--- config.mk ---
export PLATFORM = sky130hd
export DESIGN_NAME = lsu
export DESIGN_NICKNAME = d
export VERILOG_FILES = /design/src/rtl/lsu_pkg.sv /design/src/rtl/dmem.sv /design/src/rtl/lsu.sv
export SDC_FILE = /design/constraint.sdc
export NUM_CORES = 2
export LEC_CHECK = 0
export ABC_AREA = 1
export CAP_MARGIN = 20
export CORE_AREA = 2 2 460 462
export DETAILED_ROUTE_END_ITERATION = 8
export DIE_AREA = 0 0 462 464
export GPL_TIMING_DRIVEN = 0
export HOLD_SLACK_MARGIN = 0.03
export PLACE_DENSITY = 0.63
export SYNTH_ARGS = -nofsm -noshare
export SYNTH_HDL_FRONTEND = slang
export SYNTH_SLANG_ARGS = --single-unit
--- constraint.sdc ---
create_clock -name clk -period 6.3 [get_ports clk]
set_input_delay 0.945 -clock clk [delete_from_list [all_inputs] [get_ports clk]]
set_output_delay 0.945 -clock clk [all_outputs]
set_load 0.03 [all_outputs]
--- src/rtl/lsu_pkg.sv ---
// rtl/lsu_pkg.sv - LSU state encoding, funct3 width codes and access helpers
package lsu_pkg;

    typedef enum logic [1:0] {
        IDLE = 2'd0,
        ACC  = 2'd1,
        EXT  = 2'd2,
        DONE = 2'd3
    } state_t;

    localparam logic [2:0] F3_B  = 3'b000;
    localparam logic [2:0] F3_H  = 3'b001;
    localparam logic [2:0] F3_W  = 3'b010;
    localparam logic [2:0] F3_BU = 3'b100;
    localparam logic [2:0] F3_HU = 3'b101;

    // Stores only take signed-width codes; halves need even and words
    // need 4-byte-aligned addresses.
    function automatic logic access_ok(input logic is_store, input logic [2:0] f3,
                                       input logic [1:0] a);
        logic ok;
        case (f3)
            F3_B:    ok = 1'b1;
            F3_BU:   ok = !is_store;
            F3_H:    ok = !a[0];
            F3_HU:   ok = !is_store && !a[0];
            F3_W:    ok = (a == 2'b00);
            default: ok = 1'b0;
        endcase
        return ok;
    endfunction

    function automatic logic [3:0] byte_en(input logic [2:0] f3, input logic [1:0] a);
        logic [3:0] be;
        case (f3[1:0])
            2'b00:   be = 4'b0001 << a;
            2'b01:   be = a[1] ? 4'b1100 : 4'b0011;
            default: be = 4'b1111;
        endcase
        return be;
    endfunction

endpackage

--- src/rtl/dmem.sv ---
// rtl/dmem.sv - single-port synchronous byte-enabled data RAM, 1-cycle read
module dmem #(
    parameter int DEPTH_LOG2 = 6
) (
    input  logic                  clk,
    input  logic                  we,
    input  logic [3:0]            be,
    input  logic [DEPTH_LOG2-1:0] idx,
    input  logic [31:0]           wdata,
    output logic [31:0]           rdata
);

    logic [31:0] mem [2**DEPTH_LOG2];

    always_ff @(posedge clk) begin
        if (we) begin
            for (int i = 0; i < 4; i++) begin
                if (be[i]) begin
                    mem[idx][8*i +: 8] <= wdata[8*i +: 8];
                end
            end
        end
        rdata <= mem[idx];
    end

endmodule

--- src/rtl/lsu.sv ---
// rtl/lsu.sv - RV32I load/store unit with alignment checks over a local data RAM
module lsu
    import lsu_pkg::*;
#(
    parameter int DEPTH_LOG2 = 6
) (
    input  logic        clk,
    input  logic        rst_n,
    input  logic        start,
    input  logic        mem_read,
    input  logic        mem_write,
    input  logic [2:0]  funct3,
    input  logic [31:0] addr,
    input  logic [31:0] wdata,
    output logic [31:0] rdata,
    output logic        done,
    output logic        busy,
    output logic        fault
);

    state_t state, state_n;

    logic [DEPTH_LOG2+1:0] addr_q;
    logic [31:0]           wdata_q;
    logic [2:0]            f3_q;
    logic                  store_q;

    logic        req_valid;
    logic        req_ok;
    logic        ram_we;
    logic [3:0]  ram_be;
    logic [31:0] ram_wdata;
    logic [31:0] ram_q;
    logic [31:0] load_ext;

    // High address bits alias onto the RAM and are deliberately dropped.
    logic unused_addr_hi;
    assign unused_addr_hi = ^addr[31:DEPTH_LOG2+2];

    assign req_valid = start && (mem_read ^ mem_write);
    assign req_ok    = access_ok(mem_write, funct3, addr[1:0]);
    assign busy      = (state != IDLE);

    always_ff @(posedge clk or negedge rst_n) begin
        if (!rst_n) begin
            state <= IDLE;
        end else begin
            state <= state_n;
        end
    end

    always_comb begin
        state_n = state;
        case (state)
            IDLE: if (req_valid) state_n = req_ok ? ACC : DONE;
            ACC:  state_n = store_q ? DONE : EXT;
            EXT:  state_n = DONE;
            DONE: state_n = IDLE;
            default: state_n = IDLE;
        endcase
    end

    always_ff @(posedge clk or negedge rst_n) begin
        if (!rst_n) begin
            addr_q  <= '0;
            wdata_q <= '0;
            f3_q    <= '0;
            store_q <= 1'b0;
        end else if (state == IDLE && req_valid) begin
            addr_q  <= addr[DEPTH_LOG2+1:0];
            wdata_q <= wdata;
            f3_q    <= funct3;
            store_q <= mem_write;
        end
    end

    // Write enable is combinational on state, so an async reset in ACC
    // drops it before the commit edge.
    assign ram_we = (state == ACC) && store_q;
    assign ram_be = byte_en(f3_q, addr_q[1:0]);

    always_comb begin
        case (f3_q[1:0])
            2'b00:   ram_wdata = {4{wdata_q[7:0]}};
            2'b01:   ram_wdata = {2{wdata_q[15:0]}};
            default: ram_wdata = wdata_q;
        endcase
    end

    dmem #(.DEPTH_LOG2(DEPTH_LOG2)) u_dmem (
        .clk   (clk),
        .we    (ram_we),
        .be    (ram_be),
        .idx   (addr_q[DEPTH_LOG2+1:2]),
        .wdata (ram_wdata),
        .rdata (ram_q)
    );

    always_comb begin
        logic [7:0]  b;
        logic [15:0] h;
        b = ram_q[8*addr_q[1:0] +: 8];
        h = addr_q[1] ? ram_q[31:16] : ram_q[15:0];
        case (f3_q)
            F3_B:    load_ext = {{24{b[7]}}, b};
            F3_BU:   load_ext = {24'h0, b};
            F3_H:    load_ext = {{16{h[15]}}, h};
            F3_HU:   load_ext = {16'h0, h};
            default: load_ext = ram_q;
        endcase
    end

    // Only an IDLE->DONE jump can be a fault; every other completion clears it.
    always_ff @(posedge clk or negedge rst_n) begin
        if (!rst_n) begin
            done  <= 1'b0;
            fault <= 1'b0;
            rdata <= '0;
        end else begin
            done <= (state_n == DONE);
            if (state_n == DONE) begin
                fault <= (state == IDLE);
            end
            if (state == EXT) begin
                rdata <= load_ext;
            end
        end
    end

endmodule

Word-level counts from Yosys, hierarchy flattened

Memories as Yosys holds them, arrays and structs flattened. A register that Yosys moved wholly into a read port is not among the register bits.
Index checks and enable logic that the tools add are counted.

Equality and inequality tests: 12
Bitwise logic cells: 1
Mux-type cells: 22
Shift operators: 2
Reductions and logical operators: 12

Operator list:

| kind                                                              | number |
|---|---|
| 32-bit one-hot mux with 4 select lines                            | 1 |
| 32-bit one-hot mux with 2 select lines                            | 1 |
| 32-bit by 6-bit variable part select with 8-bit output            | 1 |
| 16-bit two-way mux                                                | 1 |
| 1-bit two-way mux                                                 | 13 |
| 3-bit == test, second input constant                              | 4 |
| 2-bit one-hot mux with 4 select lines                             | 1 |
| 4-bit one-hot mux with 2 select lines                             | 1 |
| 2-bit == test, second input constant                              | 3 |
| 3-bit by 1-bit == test with 1-bit output, second input constant   | 2 |
| 2-bit logical NOT                                                 | 3 |
| 3-bit logical NOT                                                 | 2 |
| 1-bit one-hot mux with 5 select lines                             | 1 |
| 2-bit by 1-bit == test with 1-bit output, second input constant   | 2 |
| 1-bit logical AND                                                 | 4 |
| 2-bit two-way mux                                                 | 2 |
| 4-bit two-way mux                                                 | 1 |
| 1-bit by 2-bit << shifter with 4-bit output, first input constant | 1 |
| 3-bit by 2-bit == test with 1-bit output, second input constant   | 1 |
| 1-bit logical NOT                                                 | 2 |
| 2-bit nonzero test                                                | 1 |
| 1-bit bitwise XOR                                                 | 1 |

Memories: 1
RAM bits: 2,048
Register bits: 80
Output and inout bits: 35
Word-level logic and storage cells: 58
Input port bits: 72

Memories:

| memory     | depth | width | rd ports | clocked after Yosys merged registers in | wr ports | RTL line   | source |
|---|---|---|---|---|---|---|---|
| u_dmem.mem | 64    | 32    | 1        | 1                                       | 1        | dmem.sv:13 | `logic [31:0] mem [2**DEPTH_LOG2];` |

Logic depth before layout (Yosys ltp)

Depth in word-level cells: 7
Mapped depth: 11
Depth with buffers taken out: 9

Modules after synthesis

From an unflattened synthesis, not the netlist that was laid out.

Cells, all modules: 9,207
Area, all modules: 91,900.6 µm²

By module, submodules not included:

| module | times used | cells an instance | area each (µm²) | seq. area each (µm²) |
|---|---|---|---|---|
| dmem   | 1          | 8,723             | 87,700.4        | 62,139.6 |
| lsu    | 1          | 484               | 4,200.3         | 2,001.9 |

Least setup slack after synthesis

OpenSTA, ideal clock, no wires.

Path type: reg2reg
From: register wdata_q[1]
To: memory u_dmem.mem[0][17] (data pin)
Cell stages (with the launch flop): 3
Slack: 1.851 ns
Setup time: 0.702 ns
Clock period less this slack: 4.449 ns
Data arrival time: 3.746 ns
Buffers on the path: 0
Data required time: 5.598 ns
Cells stage by stage: dfrtp_1 > inv_1 > o21ai_0

Word-level cells in the longest chain between the ends: 1

RTL lines:

| item                                   | RTL line   | source |
|---|---|---|
| start, declared                        | lsu.sv:24  | `logic [31:0] wdata_q;` |
| start signal, assigned                 | lsu.sv:71  | `wdata_q <= wdata;` |
| 32-bit one-hot mux with 2 select lines | lsu.sv:83  | `case (f3_q[1:0])` |
| net ram_wdata[17]                      | lsu.sv:32  | `logic [31:0] ram_wdata;` |
| end, declared                          | dmem.sv:13 |  |

The timed path passes the listed nets, and every way through them passes these cells.

Worst setup path after layout

From: register addr_q[3]
To: memory u_dmem.mem[40][11], enable pin

RTL lines:

| item                   | RTL line  | source |
|---|---|---|
| start, declared        | lsu.sv:23 | `logic [DEPTH_LOG2+1:0] addr_q;` |
| start signal, assigned | lsu.sv:70 | `addr_q <= addr[DEPTH_LOG2+1:0];` |

No word-level cell before the write port.

==> results.sh <==
export IMPL_post_synth_top_count_cell="nand2_1"
export IMPL_maxCapViolations=0
export IMPL_setup_viol=0
export IMPL_grt_pass1_vias=62600
export IMPL_via_count=67300
export IMPL_gp_congestion=0.997
export IMPL_cts_buffer_depth=3
export IMPL_post_drt_via_cell_ratio=5.32
export IMPL_path_clk_slew_ns=0.06
export IMPL_rrSetupSlack_ns=1.92
export IMPL_worst_pin_slew_ns=1.28
export IMPL_fillCellCount=18400
export IMPL_p_int_mw=30.8
export IMPL_yosysUniqueCellTypes=32
export IMPL_seq_area_mm2=0.0642
export IMPL_ir_drop_mv=0.487
export IMPL_start_util_pct=44.8
export IMPL_ys_flop_type="edfxtp_1"
export IMPL_area_growth_pct=14.0
export IMPL_core_area_mm2=0.209
export IMPL_grt_use_total_pct=29.7
export IMPL_cp_slowest_cell="nor2_2"
export IMPL_ys_seq_area_share_pct=68.5
export IMPL_gr_total_overflow=0
export IMPL_worstPathCellList="nor2_2, buf_2, buf_4, inv_1, nor2_2, buf_16, nand2_1, nor2_2"
export IMPL_crit_top_cell="nor2_2"
export IMPL_pwr_density_cell_mw_per_mm2=495
export IMPL_ys_async_sr_fraction_pct=3.70
export IMPL_final_max_slew_violation_count=0
export IMPL_worstSetupStartpointType="flip-flop"
export IMPL_cp_num_buf_inv=4
export IMPL_first_pass_iters=6
export IMPL_p_seq_share_pct=37.4
export IMPL_place_ws_ns=2.15
export IMPL_cts_sinks=2160
export IMPL_cp_top_family="simple AND/OR/NAND/NOR gates"
export IMPL_fin_ws_ns=1.92
export IMPL_synthTopCellsByArea="edfxtp_1 66%, nand2_1 11%, inv_1 7.7%"
export IMPL_crit_type="flip-flop to flip-flop"
export IMPL_clkLatencyLatePin_ns=0.89
export IMPL_critPathMaxFanout=10
export IMPL_period_needed_ns=4.38
export IMPL_required_ns=6.78
export IMPL_routed_wl_um=322000
export IMPL_syn_inst=9245
export IMPL_synth_nets=9320
export IMPL_die_width_um=462
export IMPL_utilization_pct=51.1
export IMPL_p_leak_nw=46.6
export IMPL_multi_input_area_mm2=0.0205
export IMPL_hold_class="flip-flop to flip-flop"
export IMPL_cts_tree="built"
export IMPL_worstSetupEndpointType="flip-flop"
export IMPL_p_sw_share_pct=41.8
export IMPL_skew_ns=0.0417
export IMPL_hold_violations=0
export IMPL_synthTopCellsByCount="2,724 x nand2_1, 2,048 x edfxtp_1, 1,912 x inv_1, 980 x nand3_1, 432 x nor2_1"
export IMPL_slowest_delay_ns=0.89
export IMPL_root_buffer="clkbuf_16"
export IMPL_synth_top_area_share_pct=65.7
export IMPL_yosys_area_top_type="edfxtp_1"
export IMPL_yosysWarnings=0
export IMPL_cp_arrival_ns=4.86
export IMPL_antenna_found_initial=25
export IMPL_period_share_pct=69.5
export IMPL_slew_headroom_pct=13.9
export IMPL_switchingPower_mw=22.1
export IMPL_numPortBuffers=82
export IMPL_rsz0062_at_grt="false"
export IMPL_io_pins=107
export IMPL_drive_gt1_share_pct=9.17
export IMPL_syn_area_per_cell_um2=10.1
export IMPL_initialDrtViolationCount=9984
export IMPL_drc=0
export IMPL_comb_power_share_pct=38.3
export IMPL_ys_seq_elements=2160
export IMPL_power_frac_clock_pct=24.3
export IMPL_grt_pass1_wl_um=447000
export IMPL_antenna_left=0
export IMPL_outcome="finished clean"
export IMPL_grt_max_degree=68
export IMPL_cts_buffers_inserted=216
export IMPL_fin_nets=9736
export IMPL_dieArea_mm2=0.214
export IMPL_clock_fmax_mhz=228
export IMPL_hpwl_um=236000
export IMPL_routedWlPerCell_um=25.4
export IMPL_synthesis_area_mm2=0.0937
export IMPL_cts_htree_levels=4
export IMPL_rows=168
export IMPL_die_h_um=464
export IMPL_synth_edf_count=2048
## routing by layer
metal | vias to the layer above | track usage, % | share of wire (%)
li1 | 30100 | - | -
met1 | 32300 | 39.0 | 38
met2 | 4154 | 44.7 | 44
met3 | 774 | 7.59 | 12
met4 | 16 | 16.9 | 6.4
met5 | - | 0.181 | 0.037
## power groups by stage
| stage | registers [mW] | logic [mW] | clock network [mW] |
|---|---|---|---|
| final | 19.8 | 20.2 | 12.8 |
| after global routing | 19.8 | 20.9 | 13.4 |
| after floorplan | 20.4 | 8.47 | 0 |
| after CTS | 19.8 | 19.5 | 12.9 |
| after detailed placement | 20.1 | 19.4 | 0 |
| after global placement | 21.4 | 17.3 | 0 |
## area by class of cell
type,count,share of cell area (%)
clock buffers,263,5.36
repair buffers,198,2.23
inverters,1919,6.75
well taps,2805,3.29
clock inverters,139,1.16
multi-input cells,4742,19.2
plain buffers,424,1.92
diodes,14,0.0328
flip-flops and latches,2160,60.1
## layout by cell type (no fill, tap or decap), types with 5 or more instances in the layout
cell,netlist,final
a21oi_1,58,58
buf_12,0,27
buf_16,0,8
buf_2,320,320
buf_4,8,46
buf_6,3,36
buf_8,0,9
bufinv_16,0,18
clkbuf_1,89,126
clkbuf_16,0,221
clkdlybuf4s50_1,0,81
clkinv_1,2,58
clkinv_2,0,48
clkinvlp_4,0,5
dfrtp_1,80,72
dfrtp_4,0,7
dfxtp_1,32,32
diode_2,0,14
edfxtp_1,2048,2048
inv_1,1912,1912
inv_6,0,5
mux2_2,26,26
nand2_1,2724,2715
nand2_4,0,9
nand3_1,980,978
nor2_1,432,420
nor2_2,11,23
nor3_1,12,9
o211ai_1,44,44
o21ai_0,185,178
o21ai_1,131,131
o21ai_4,0,7
o22a_1,5,5
or2_1,63,63
or2_2,60,60
## cells by family after synthesis
| group | synth area share, % |
|---|---|
| buffers and inverters | 9.87 |
| and+or+nand+nor | 18.9 |
| muxes | 0.313 |
| AOI/OAI and AO/OA | 2.41 |
| adders and majority gates | 0.0401 |
| DFF | 68.5 |
## sequential cells by signal, indices dropped and copies added (netlist names)
| register | flops |
|---|---|
| rdata | 32 |
| addr_q | 8 |
| store_q | 1 |
| wdata_q | 32 |
| state | 2 |
| u_dmem.rdata | 32 |
| fault | 1 |
| done | 1 |
| u_dmem.mem | 2048 |
| f3_q | 3 |
## worst reg2reg max path, delay by kind of cell (launching register included)
| family | cells | cell delay (ns) |
|---|---|---|
| buffers and inverters | 4 | 1.37 |
| flip-flops | 1 | 0.43 |
| AND/OR/NAND/NOR | 4 | 2.17 |
## metrics by stage
step	hold WS, ns	total power [mW]	TNS, ns	std cells	area [µm²]
after detailed placement	0.473	39.5	0	12200	99700
final	0.482	52.9	0	12700	107000
after global placement	0.460	38.7	-2263.81	12100	98000
after global routing	0.492	54.1	0	12700	107000
after CTS	0.425	52.1	0	12600	107000
after floorplan	0.476	28.9	0	9245	93700
## what timing repair did
item | in CTS | in global routing
hold buffers | 1 | 0
buffers inserted | 0 | 0
endpoints found under the hold margin | 13 | 0
resized for setup | 0 | 0
## worst paths after layout
kind	from	to	cells past startpoint
min in group asynchronous	rst_n	wdata_q[4]$_DFFE_PN0P_	2
min	rdata[23]$_DFFE_PN0P_	rdata[23]$_DFFE_PN0P_	2
max reg2reg	addr_q[3]$_DFFE_PN0P_	u_dmem.mem[40][11]$_DFFE_PP_	8
min reg2reg	rdata[23]$_DFFE_PN0P_	rdata[23]$_DFFE_PN0P_	2
max in group asynchronous	rst_n	rdata[27]$_DFFE_PN0P_	3
max	addr_q[3]$_DFFE_PN0P_	u_dmem.mem[40][11]$_DFFE_PP_	8
(Power assumes the default switching activity.)
==> variant: new RTL, same settings <==
Put one more register stage on the output `fault`, with the module's reset. The value now appears one clock later. The other outputs are not delayed to match.
--- a/src/rtl/lsu.sv
+++ b/src/rtl/lsu.sv
@@ -18,4 +18,6 @@
     output logic        fault
 );
+
+    logic fault_s0;
 
     state_t state, state_n;
@@ -115,10 +117,10 @@
         if (!rst_n) begin
             done  <= 1'b0;
-            fault <= 1'b0;
+            fault_s0 <= 1'b0;
             rdata <= '0;
         end else begin
             done <= (state_n == DONE);
             if (state_n == DONE) begin
-                fault <= (state == IDLE);
+                fault_s0 <= (state == IDLE);
             end
             if (state == EXT) begin
@@ -128,4 +130,12 @@
     end
 
+    always_ff @(posedge clk or negedge rst_n) begin
+        if (!rst_n) begin
+            fault <= '0;
+        end else begin
+            fault <= fault_s0;
+        end
+    end
+
 endmodule
 
Function: not settled (the Yosys comparison gave no result); the edit may change what the design does.
==> variant against the unedited design <==
- utilization is essentially flat
- worst hold slack lost 0.10 ns
- non-clock buffer count grew 3
- power grew 0.20%
- worst setup slack lost 0.27 ns
- cell area is essentially flat
- synthesized cell count is essentially flat
- sequential cell count grew 1
- critical path depth is the same
- wire length grew 1.5%
- synthesized area is essentially flat
- count of clock-buffer cells in the layout grew 25
- clock skew shrank 0.0072 ns
- critical path type unchanged
==> variant: results (changes against the unedited design) <==
[finish] sequential cell count of the final layout 2161 [+0.046%]
[detailed_routing] iteration-0 DRC count of the detailed router 10562 [+5.8%]
[finish] diode insertion count for antenna repair 16 [+2]
[place] Setup WS pre-CTS 1.87 ns [-0.281 ns]
[global_routing] first-pass GRT wire length 452 mm [+1.1%]
[critical_path] CP arrival 5.13 ns [+0.27 ns]
[power] Max rail drop VDD 413 uV [-15%]
[place] last weighted congestion value of the routability-driven placer 1.00 [+0.62%]
[finish] total area of multi-input combinational cells 0.0205 sq mm [about the same]
[global_routing] global-route usage over all layers 0.301 [+0.00423]
[finish] Non-Clock Buffer Count 625 [+0.48%]
[global_routing] largest net degree at the start of global routing 67 [-1.5%]
[detailed_routing] DR WL/cell 25.8 um [+1.5%]
[finish] nets 9740 [+0.041%]
[min_path] Worst Hold End fault
[finish] relative area of clock buffers and inverters in the final design 0.0641 [-0.000998]
[timing] transition time at the pin with the least slew margin 1.22 ns [-0.0583 ns]
[detailed_routing] post-detailed-routing wire length 327 mm [+1.5%]
[global_routing] initial antenna violation count 38 [+52%]
[finish] synthesis-to-layout area growth 14.0% [about the same]
[finish] CLK BUF 288 [+9.5%]
[critical_path] cells on worst reg2reg path 8 [unchanged]
[critical_path] crit-path max cell delay 0.92 ns [+0.03 ns]
[critical_path] slowest stage cell on the critical path sky130_fd_sc_hd__nor2_1
[place] number of instances in the placed design 12245 [+0.041%]
[finish] utilization of the core after routing 0.511 [about the same]
[logic_synthesis] post-synthesis sequential area ratio 0.685 [about the same]
[min_path] depth of the worst hold-timing path 0 [-2]
[logic_synthesis] main area contributors after synthesis sky130_fd_sc_hd__edfxtp_1, sky130_fd_sc_hd__nand2_1, sky130_fd_sc_hd__inv_1
[finish] inverter count 1919 [unchanged]
[global_routing] number of global-route vias before repair 62452 [-0.24%]
[finish] area taken by flip-flops and latches 0.0642 sq mm [about the same]
[timing] worst-case hold slack 0.383 ns [-0.0996 ns]
[place] cell area after placement 0.0999 sq mm [+0.16%]
[timing] maximum clock skew at final layout 0.0344 ns [-0.00724 ns]
[logic_synthesis] Synth Net Count 9321 [+0.011%]
[critical_path] worst r2r dst u_dmem.mem[17][14]
[place] Post-DP HPWL 239 mm [+1.3%]
[status] outcome finished clean
[detailed_routing] total iterations of the first detailed-routing run 9 [+3]
[finish] Signal buf overhead 0.0426 [+0.00112]
[power] leak pwr 46.6 nW [about the same]
[logic_synthesis] async set-or-reset flop fraction in the synthesized netlist 0.0375 [+0.000446]
[detailed_routing] total number of vias 67089 [-0.37%]
[min_path] worst hold start fault_s0
[finish] number of filler cells placed in the layout 18493 [+0.43%]
[finish] proportion of cell area occupied by multi-input gates 0.192 [about the same]
[finish] layout cell share with drive strength beyond 1 0.0897 [-0.00198]
[logic_synthesis] post-synthesis average cell area 10.1 sq um [about the same]
variant: kinds of logic (layout without fill, tap and decap cells):
logic type      after synthesis  in the layout  synth area share
simple gates               4288           4288             0.189
fa+ha+maj                     3              3          0.000401
compound gates              425            425            0.0241
mux                          26             26           0.00312
flops                      2161           2161             0.685
other cells                   0             16                 0
buf+inv                    2343           2947            0.0987
variant: per-layer routing:
layer,vias to the layer above,routed length [um],track usage
li1,30144,-,-
met1,32284,123000,0.395
met2,3953,145000,0.459
met3,698,38900,0.0738
met4,10,20400,0.166
met5,-,68,0
variant: critical path: cells and delay by family (launching register included):
family / cells / cell delay [ns]
flip-flops: 1 / 0.43
AND/OR/NAND/NOR: 4 / 2.46
buffers and inverters: 4 / 1.33
variant: power breakdown:
group / total [mW] / internal, mW / switching (mW)
logic: 20.6 / 4.49 / 16.1
clock network: 12.7 / 7.08 / 5.59
registers: 19.7 / 19.2 / 0.454
variant: worst max-delay path by stage:
| stage | startpoint | slack, ns | endpoint | depth (start not counted) |
|---|---|---|---|---|
| after detailed placement | addr_q[3] | 1.87 | u_dmem.mem[1][13] | 8 |
| after global placement | wdata_q[1] | -6.42 | u_dmem.mem[58][17] | 2 |
| after global routing | addr_q[3] | 1.70 | u_dmem.mem[1][12] | 8 |
| after floorplan | wdata_q[1] | 1.85 | u_dmem.mem[0][17] | 2 |
| after CTS | addr_q[3] | 1.84 | u_dmem.mem[1][11] | 8 |
| final | addr_q[3] | 1.65 | u_dmem.mem[17][14] | 8 |
variant: what timing repair did:
action	in CTS	in global routing
hold endpoints to repair	15	0
gates resized for setup	0	0
setup buffers	0	0
hold buffers	1	0
